File: src/rtl/life_ctrl.sv
// Game-of-life controller: run/pause/setting FSM, evolution pacing,
// ping-pong buffer bookkeeping and the cell-editing cursor.
module life_ctrl #(
  parameter int COLS        = 800,
  parameter int ROWS        = 600,
  parameter int ADDR_W      = 24,
  parameter int BASE_PERIOD = 5000000,
  parameter int GEN_W       = 16,
  parameter int WRAP        = 1
) (
  input  logic              clk,
  input  logic              rst,
  input  logic              start,
  input  logic              pause,
  input  logic              clear,
  input  logic              step,
  input  logic              toggle,
  input  logic              speed_up,
  input  logic              speed_dn,
  input  logic              manual,
  input  logic [3:0]        dir,
  input  logic              init_done,
  input  logic              evo_done,
  output logic [1:0]        state,
  output logic              evo_req,
  output logic              init_req,
  output logic              buf_sel,
  output logic              busy,
  output logic [GEN_W-1:0]  gen_count,
  output logic [1:0]        speed,
  output logic              overrun,
  output logic [11:0]       cursor_x,
  output logic [11:0]       cursor_y,
  output logic [ADDR_W-1:0] cursor_pos,
  output logic              toggle_req,
  output logic [ADDR_W-1:0] toggle_pos
);
  typedef enum logic [1:0] {S_RST = 2'd0, S_RUN = 2'd1, S_PAUSE = 2'd2, S_SET = 2'd3} state_t;

  localparam int CNT_W = (BASE_PERIOD > 1) ? $clog2(BASE_PERIOD + 1) : 1;
  localparam logic [CNT_W-1:0]  CNT_ONE  = CNT_W'(1);
  localparam logic [GEN_W-1:0]  GEN_ONE  = GEN_W'(1);
  localparam logic [11:0]       X_MAX    = 12'(COLS - 1);
  localparam logic [11:0]       Y_MAX    = 12'(ROWS - 1);
  localparam logic [11:0]       X_MID    = 12'(COLS / 2);
  localparam logic [11:0]       Y_MID    = 12'(ROWS / 2);
  localparam logic [ADDR_W-1:0] A_ONE    = ADDR_W'(1);
  localparam logic [ADDR_W-1:0] STRIDE   = ADDR_W'(COLS);
  localparam logic [ADDR_W-1:0] X_SPAN   = ADDR_W'(COLS - 1);
  localparam logic [ADDR_W-1:0] Y_SPAN   = ADDR_W'((ROWS - 1) * COLS);
  localparam logic [ADDR_W-1:0] POS_MID  = ADDR_W'((ROWS / 2) * COLS + COLS / 2);
  localparam bit                WRAP_EN  = (WRAP != 0);

  state_t           st, prev;
  logic [CNT_W-1:0] cnt, limit;
  logic [31:0]      per;
  logic             init_pending;
  logic             tick, do_clear, go_evo, set_ovr, evo_ok;
  logic             spd_inc, spd_dec;
  logic             in_set;

  assign state  = st;
  assign in_set = (st == S_SET);

  // Tick limit for the current speed; a period that shifts down to 0 acts as 1.
  always_comb begin
    per   = 32'(BASE_PERIOD) >> speed;
    limit = (per == 32'd0) ? '0 : CNT_W'(per - 32'd1);
  end

  assign tick     = (st == S_RUN) && (cnt == limit);
  assign do_clear = clear && !in_set;
  assign go_evo   = !busy && !clear && !pause &&
                    (((st == S_PAUSE) && !manual && !start && step) || ((st == S_RUN) && tick));
  assign set_ovr  = busy && !clear && !pause && (st == S_RUN) && tick;
  assign evo_ok   = evo_done && busy;
  assign spd_inc  = speed_up && !speed_dn && (speed != 2'd3);
  assign spd_dec  = speed_dn && !speed_up && (speed != 2'd0);

  // Control FSM, pacing counter, evolution and init handshakes.
  always_ff @(posedge clk or posedge rst) begin
    if (rst) begin
      st           <= S_RST;
      prev         <= S_RST;
      evo_req      <= 1'b0;
      init_req     <= 1'b0;
      init_pending <= 1'b1;
      busy         <= 1'b0;
      buf_sel      <= 1'b0;
      gen_count    <= '0;
      speed        <= 2'd0;
      overrun      <= 1'b0;
      cnt          <= '0;
    end else begin
      evo_req  <= go_evo;
      init_req <= 1'b0;

      if (do_clear) st <= S_RST;
      else begin
        case (st)
          S_RST:   if (manual) begin st <= S_SET; prev <= S_RST; end
                   else if (start && init_done) st <= S_PAUSE;
          S_PAUSE: if (manual) begin st <= S_SET; prev <= S_PAUSE; end
                   else if (start && !pause) st <= S_RUN;
          S_RUN:   if (pause) st <= S_PAUSE;
          S_SET:   if (!manual) st <= prev;
          default: st <= S_RST;
        endcase
      end

      if (spd_inc)      speed <= speed + 2'd1;
      else if (spd_dec) speed <= speed - 2'd1;

      if (do_clear || spd_inc || spd_dec) cnt <= '0;
      else if (st == S_RUN)               cnt <= tick ? '0 : cnt + CNT_ONE;

      if (go_evo)      busy <= 1'b1;
      else if (evo_ok) busy <= 1'b0;

      // A generation finishing after a clear is stale: drop it so the
      // freshly cleared buffer/count are not disturbed.
      if (do_clear) begin
        buf_sel   <= 1'b0;
        gen_count <= '0;
      end else if (evo_ok && !init_pending) begin
        buf_sel   <= ~buf_sel;
        gen_count <= gen_count + GEN_ONE;
      end

      if (do_clear)     overrun <= 1'b0;
      else if (set_ovr) overrun <= 1'b1;

      // Init waits for the engine to go idle so it never races a generation.
      if (do_clear) init_pending <= 1'b1;
      else if (init_pending && !busy) begin
        init_req     <= 1'b1;
        init_pending <= 1'b0;
      end
    end
  end

  // Cursor movement and cell-toggle requests, active only while setting.
  always_ff @(posedge clk or posedge rst) begin
    if (rst) begin
      cursor_x   <= X_MID;
      cursor_y   <= Y_MID;
      cursor_pos <= POS_MID;
      toggle_req <= 1'b0;
      toggle_pos <= '0;
    end else begin
      toggle_req <= in_set && toggle;
      if (in_set && toggle) toggle_pos <= cursor_pos;
      if (in_set) begin
        case (dir)
          4'b0001: if (cursor_x != 12'd0) begin
                     cursor_x <= cursor_x - 12'd1; cursor_pos <= cursor_pos - A_ONE;
                   end else if (WRAP_EN) begin
                     cursor_x <= X_MAX; cursor_pos <= cursor_pos + X_SPAN;
                   end
          4'b0010: if (cursor_y != 12'd0) begin
                     cursor_y <= cursor_y - 12'd1; cursor_pos <= cursor_pos - STRIDE;
                   end else if (WRAP_EN) begin
                     cursor_y <= Y_MAX; cursor_pos <= cursor_pos + Y_SPAN;
                   end
          4'b0100: if (cursor_y != Y_MAX) begin
                     cursor_y <= cursor_y + 12'd1; cursor_pos <= cursor_pos + STRIDE;
                   end else if (WRAP_EN) begin
                     cursor_y <= 12'd0; cursor_pos <= cursor_pos - Y_SPAN;
                   end
          4'b1000: if (cursor_x != X_MAX) begin
                     cursor_x <= cursor_x + 12'd1; cursor_pos <= cursor_pos + A_ONE;
                   end else if (WRAP_EN) begin
                     cursor_x <= 12'd0; cursor_pos <= cursor_pos - X_SPAN;
                   end
          default: ;
        endcase
      end
    end
  end
endmodule
File: config.mk
export PLATFORM = sky130hd
export DESIGN_NAME = life_ctrl
export DESIGN_NICKNAME = d
export VERILOG_FILES = /design/src/rtl/life_ctrl.sv
export SDC_FILE = /design/constraint.sdc
export NUM_CORES = 1
export LEC_CHECK = 0
export CAP_MARGIN = 0
export CELL_PAD_IN_SITES_DETAIL_PLACEMENT = 1
export CELL_PAD_IN_SITES_GLOBAL_PLACEMENT = 1
export CORE_MARGIN = 2
export CORE_UTILIZATION = 43
export DETAILED_ROUTE_END_ITERATION = 8
export GPL_TIMING_DRIVEN = 0
export PLACE_DENSITY = 0.81
export RECOVER_POWER = 100
export SYNTH_ARGS = -nofsm -noshare
export SYNTH_HDL_FRONTEND = slang
export SYNTH_SLANG_ARGS = --single-unit
File: constraint.sdc
create_clock -name clk -period 4.3 [get_ports clk]
set_clock_uncertainty 0.05 [all_clocks]
set_input_delay 0.645 -clock clk [delete_from_list [all_inputs] [get_ports clk]]
set_output_delay 0.645 -clock clk [all_outputs]
set_load 0.05 [all_outputs]
==> results by group <==
Global route
  – Grt ovf: 0
  – Gr usage total: 26.7%
  – Vias in the first global route: 8479
  – Pin count of the biggest net entering global routing: 94
  – Initial antenna violation count: 0
  – First-pass GRT wire length: 43.8 mm

Worst setup path
  – Critical-path maximum fanout: 10
  – Worst path slowest cell: clkdlybuf4s50_1
  – Crit path largest cell delay: 530 ps
  – CP Buf/Inv Count: 4
  – Arr. time, crit path: between 4000 and 5000 ps
  – Critical setup path kind: input port to register
  – Worst Setup End Kind: register
  – Startpoint Class: input port
  – Top delay family on crit path: compound AO/OA/AOI/OAI gates
  – Worst Path Required: roughly 4600 ps
  – Crit path cell chain: clkdlybuf4s50_1 > nor4b_2 > clkbuf_4 > clkinvlp_4 > buf_4 > fa_1 > a211oi_1 > o21a_1 > o31ai_2 > a21o_1 > a211oi_2 > a21oi_1 > xnor2_1 > o22ai_2 > xor2_1

Place
  – PortBufs: about 110
  – RD Place Congestion: 0.858
  – Final HPWL DP: 18.7 mm
  – Placed insts: around 1300
  – Pre-CTS setup slack: -1280 ps
  – Placed cell areas: 9940 µm²

CTS
  – CTS clk-pin slew, worst paths: 60 ps
  – Cts hold-fix bufs: 0
  – Cts bufs inserted: 17
  – CTS tree: done
  – Clock latency on the worst-skew pair: 430 ps
  – Worst-case clock buffer depth: 2
  – Root buffer cell: clkbuf_16
  – Htree depth: 4
  – Clock sinks: between 100 and 150

STA
  – Slew Viols, Final: 0
  – Crit share post-route: 96.7%
  – Fin crit period: 4160 ps
  – Final-report hold violation count: 0
  – Worst-margin pin slew: 1470 ps
  – Setup slack after layout: 144 ps
  – Max Fclk: around 0.24 GHz
  – RSZ-0062 raised after global routing: no
  – # setup viols final: 0
  – Relative slew slack: 1.39%

Pwr
  – Leakage: between 4 and 5 nW
  – Total power: 8.85 mW
  – Pwr dens: 829 nW/µm²
  – VDD IR-drop max: approximately 580 µV

Synth
  – Top FF cell, synth: dfrtp_1
  – Mapped Nets: ~1000
  – Netlist cell types: 77
  – Post-synth EDFFs: 0
  – Yosys top cell area share: between 30% and 40%
  – Synth area leaders: dfrtp_1 (32%), ha_1 (8.3%), o21ai_0 (5.7%), dfstp_2 (5.0%), nor2_1 (4.4%)
  – Seq/Total Area, Yosys: 36.7%
  – Synth warnings: 0
  – Syn avg cell area: 8.73 µm²
  – Cell count after synthesis: 968
  – Synthesized cell area: 8450 µm²
  – Post-synth ARST share: 100%
  – Seq cells post-synth: 123
  – Cell taking the most area after synthesis: dfrtp_1

Layout
  – Area Growth Syn to Fin: 26.3%
  – Antenna fix cells: 0
  – Most frequent cells in the layout: dfrtp_1 (107), dlygate4sd3_1 (100), o21ai_0 (97), nor2_1 (95), nand2_1 (83)
  – Fin nets: 1184
  – Share of layout cells above drive strength 1: 10.2%
  – Fin cells: 1388
  – Most common cell after layout, fill and taps aside: dfrtp_1
  – Fillers: 2304
  – Post-route cell area: 10700 µm²

Die
  – DIE AREA: 20800 µm²
  – Die Span Y: 144 µm
  – Num ports: 114
  – Std-Cell Rows: 51
  – Effective utilization at floorplan: approximately 44%
  – Total core area: 19400 µm²
  – Die width: 144 µm

Route
  – Iteration count of the initial detailed-routing pass: 4
  – Wire per inst: 19.3 µm
  – Vias: 8169
  – DRT iter0 DRCs: 342
  – DRC: 0
  – Drt total wl: 26.8 mm
  – Vias per cell: 5.89
  – Final ANT Viol Nets: 0

Run status
  – Status: finished with violations
  – Failing checks: capacitance limit

Hold path
  – Hold/Removal Path Class: register to register

Job
  – Number of max-cap violations: 1
-- cells by family after synthesis --
kind of cell | Yosys count | share of synthesized area (%)
AND/OR/NAND/NOR | 345 | 19.9
AO/OA/AOI/OAI | 291 | 21.9
flip-flops | 123 | 36.7
XOR/XNOR | 64 | 6.64
buffers and inverters | 62 | 2.81
adder cells (fa/ha/maj) | 58 | 8.77
multiplexers | 25 | 3.29
-- registers in the layout (all words and copies together), names as in the netlist, 2 cells and up --
| name | flops |
|---|---|
| cnt | 23 |
| cursor_pos | 24 |
| cursor_x | 12 |
| cursor_y | 12 |
| gen_count | 16 |
| speed | 2 |
| state | 2 |
| toggle_pos | 24 |
-- layout make-up --
class	instances	area, µm²	area share [%]
Tap cell	265	332	3.11
Multi-Input combinational cell	783	5190	48.7
Inverter	26	103	0.961
Timing Repair Buffer	123	1220	11.4
Clock inverter	15	156	1.47
Sequential cell	123	3100	29.0
Buffer	36	144	1.35
Clock buffer	17	425	3.99
-- per-layer routing --
metal / share of wire, % / vias to the layer above / GRT usage, %
li1: - / 3837 / -
met1: 45 / 4063 / 33.9
met2: 48 / 214 / 45.6
met3: 4.3 / 55 / 4.47
met4: 2.9 / 0 / 10.6
met5: 0 / - / 0
-- Yosys cell counts (13+ instances only) --
master      n
xnor2_1    31
a31oi_1    13
inv_1      25
nand3_1    40
ha_1       56
a21o_1     16
dfstp_2    16
and3_1     24
o21ai_0    96
mux2_2     22
clkbuf_1   31
nand2_1    83
nor3_1     24
a21oi_1    67
nor2_1     98
xor2_1     33
dfrtp_1   107
-- path summary, 6_finish.rpt --
path                            cells past startpoint                          to  slack (ps)                 startpoint
worst max register to register                     17  cursor_pos[23]$_DFFE_PP0P_         250    cursor_y[5]$_DFFE_PP1P_
min in group asynchronous                           2  toggle_pos[12]$_DFFE_PP0P_         950                        rst
worst max-delay path                               15  cursor_pos[23]$_DFFE_PP0P_         140                     dir[3]
worst min-delay path                                2   toggle_pos[1]$_DFFE_PP0P_         430  toggle_pos[1]$_DFFE_PP0P_
worst min register to register                      2   toggle_pos[1]$_DFFE_PP0P_         430  toggle_pos[1]$_DFFE_PP0P_
max in group asynchronous                           3     cursor_y[6]$_DFFE_PP0P_        1230                        rst
-- worst register-to-register path, delay by kind of cell (launching register included) --
| kind | cells | cell delay, ps |
|---|---|---|
| adders and majority gates | 1 | 360 |
| DFF | 1 | 520 |
| buffers and inverters | 3 | 690 |
| AOI/OAI and AO/OA | 7 | 1260 |
| and+or+nand+nor | 4 | 650 |
| xor gates and xnor gates | 2 | 380 |
-- timing repair --
item / CTS / global route
buffers inserted: 6 / 3
pin swaps: 2 / 0
cloned: 0 / 0
gates resized for setup: 12 / 12
endpoints found under the setup margin: 16 / 12
endpoints found under the hold margin: 0 / 0
-- power breakdown --
group	internal [mW]	switching (mW)
registers	1.54	0.425
logic	1.97	3.47
clock network	0.819	0.637
total	4.32	4.53
-- stage by stage --
stage | TNS, ps | hold WS, ps | utilization (%)
after floorplan | 0 | 394 | -
after global placement | -203470 | 412 | 51.1
after detailed placement | -17210 | 421 | 51.3
after CTS | 0 | 438 | 54.8
after global routing | 0 | 469 | 55.0
final | 0 | 434 | 55.0
(Power assumes the default switching activity.)
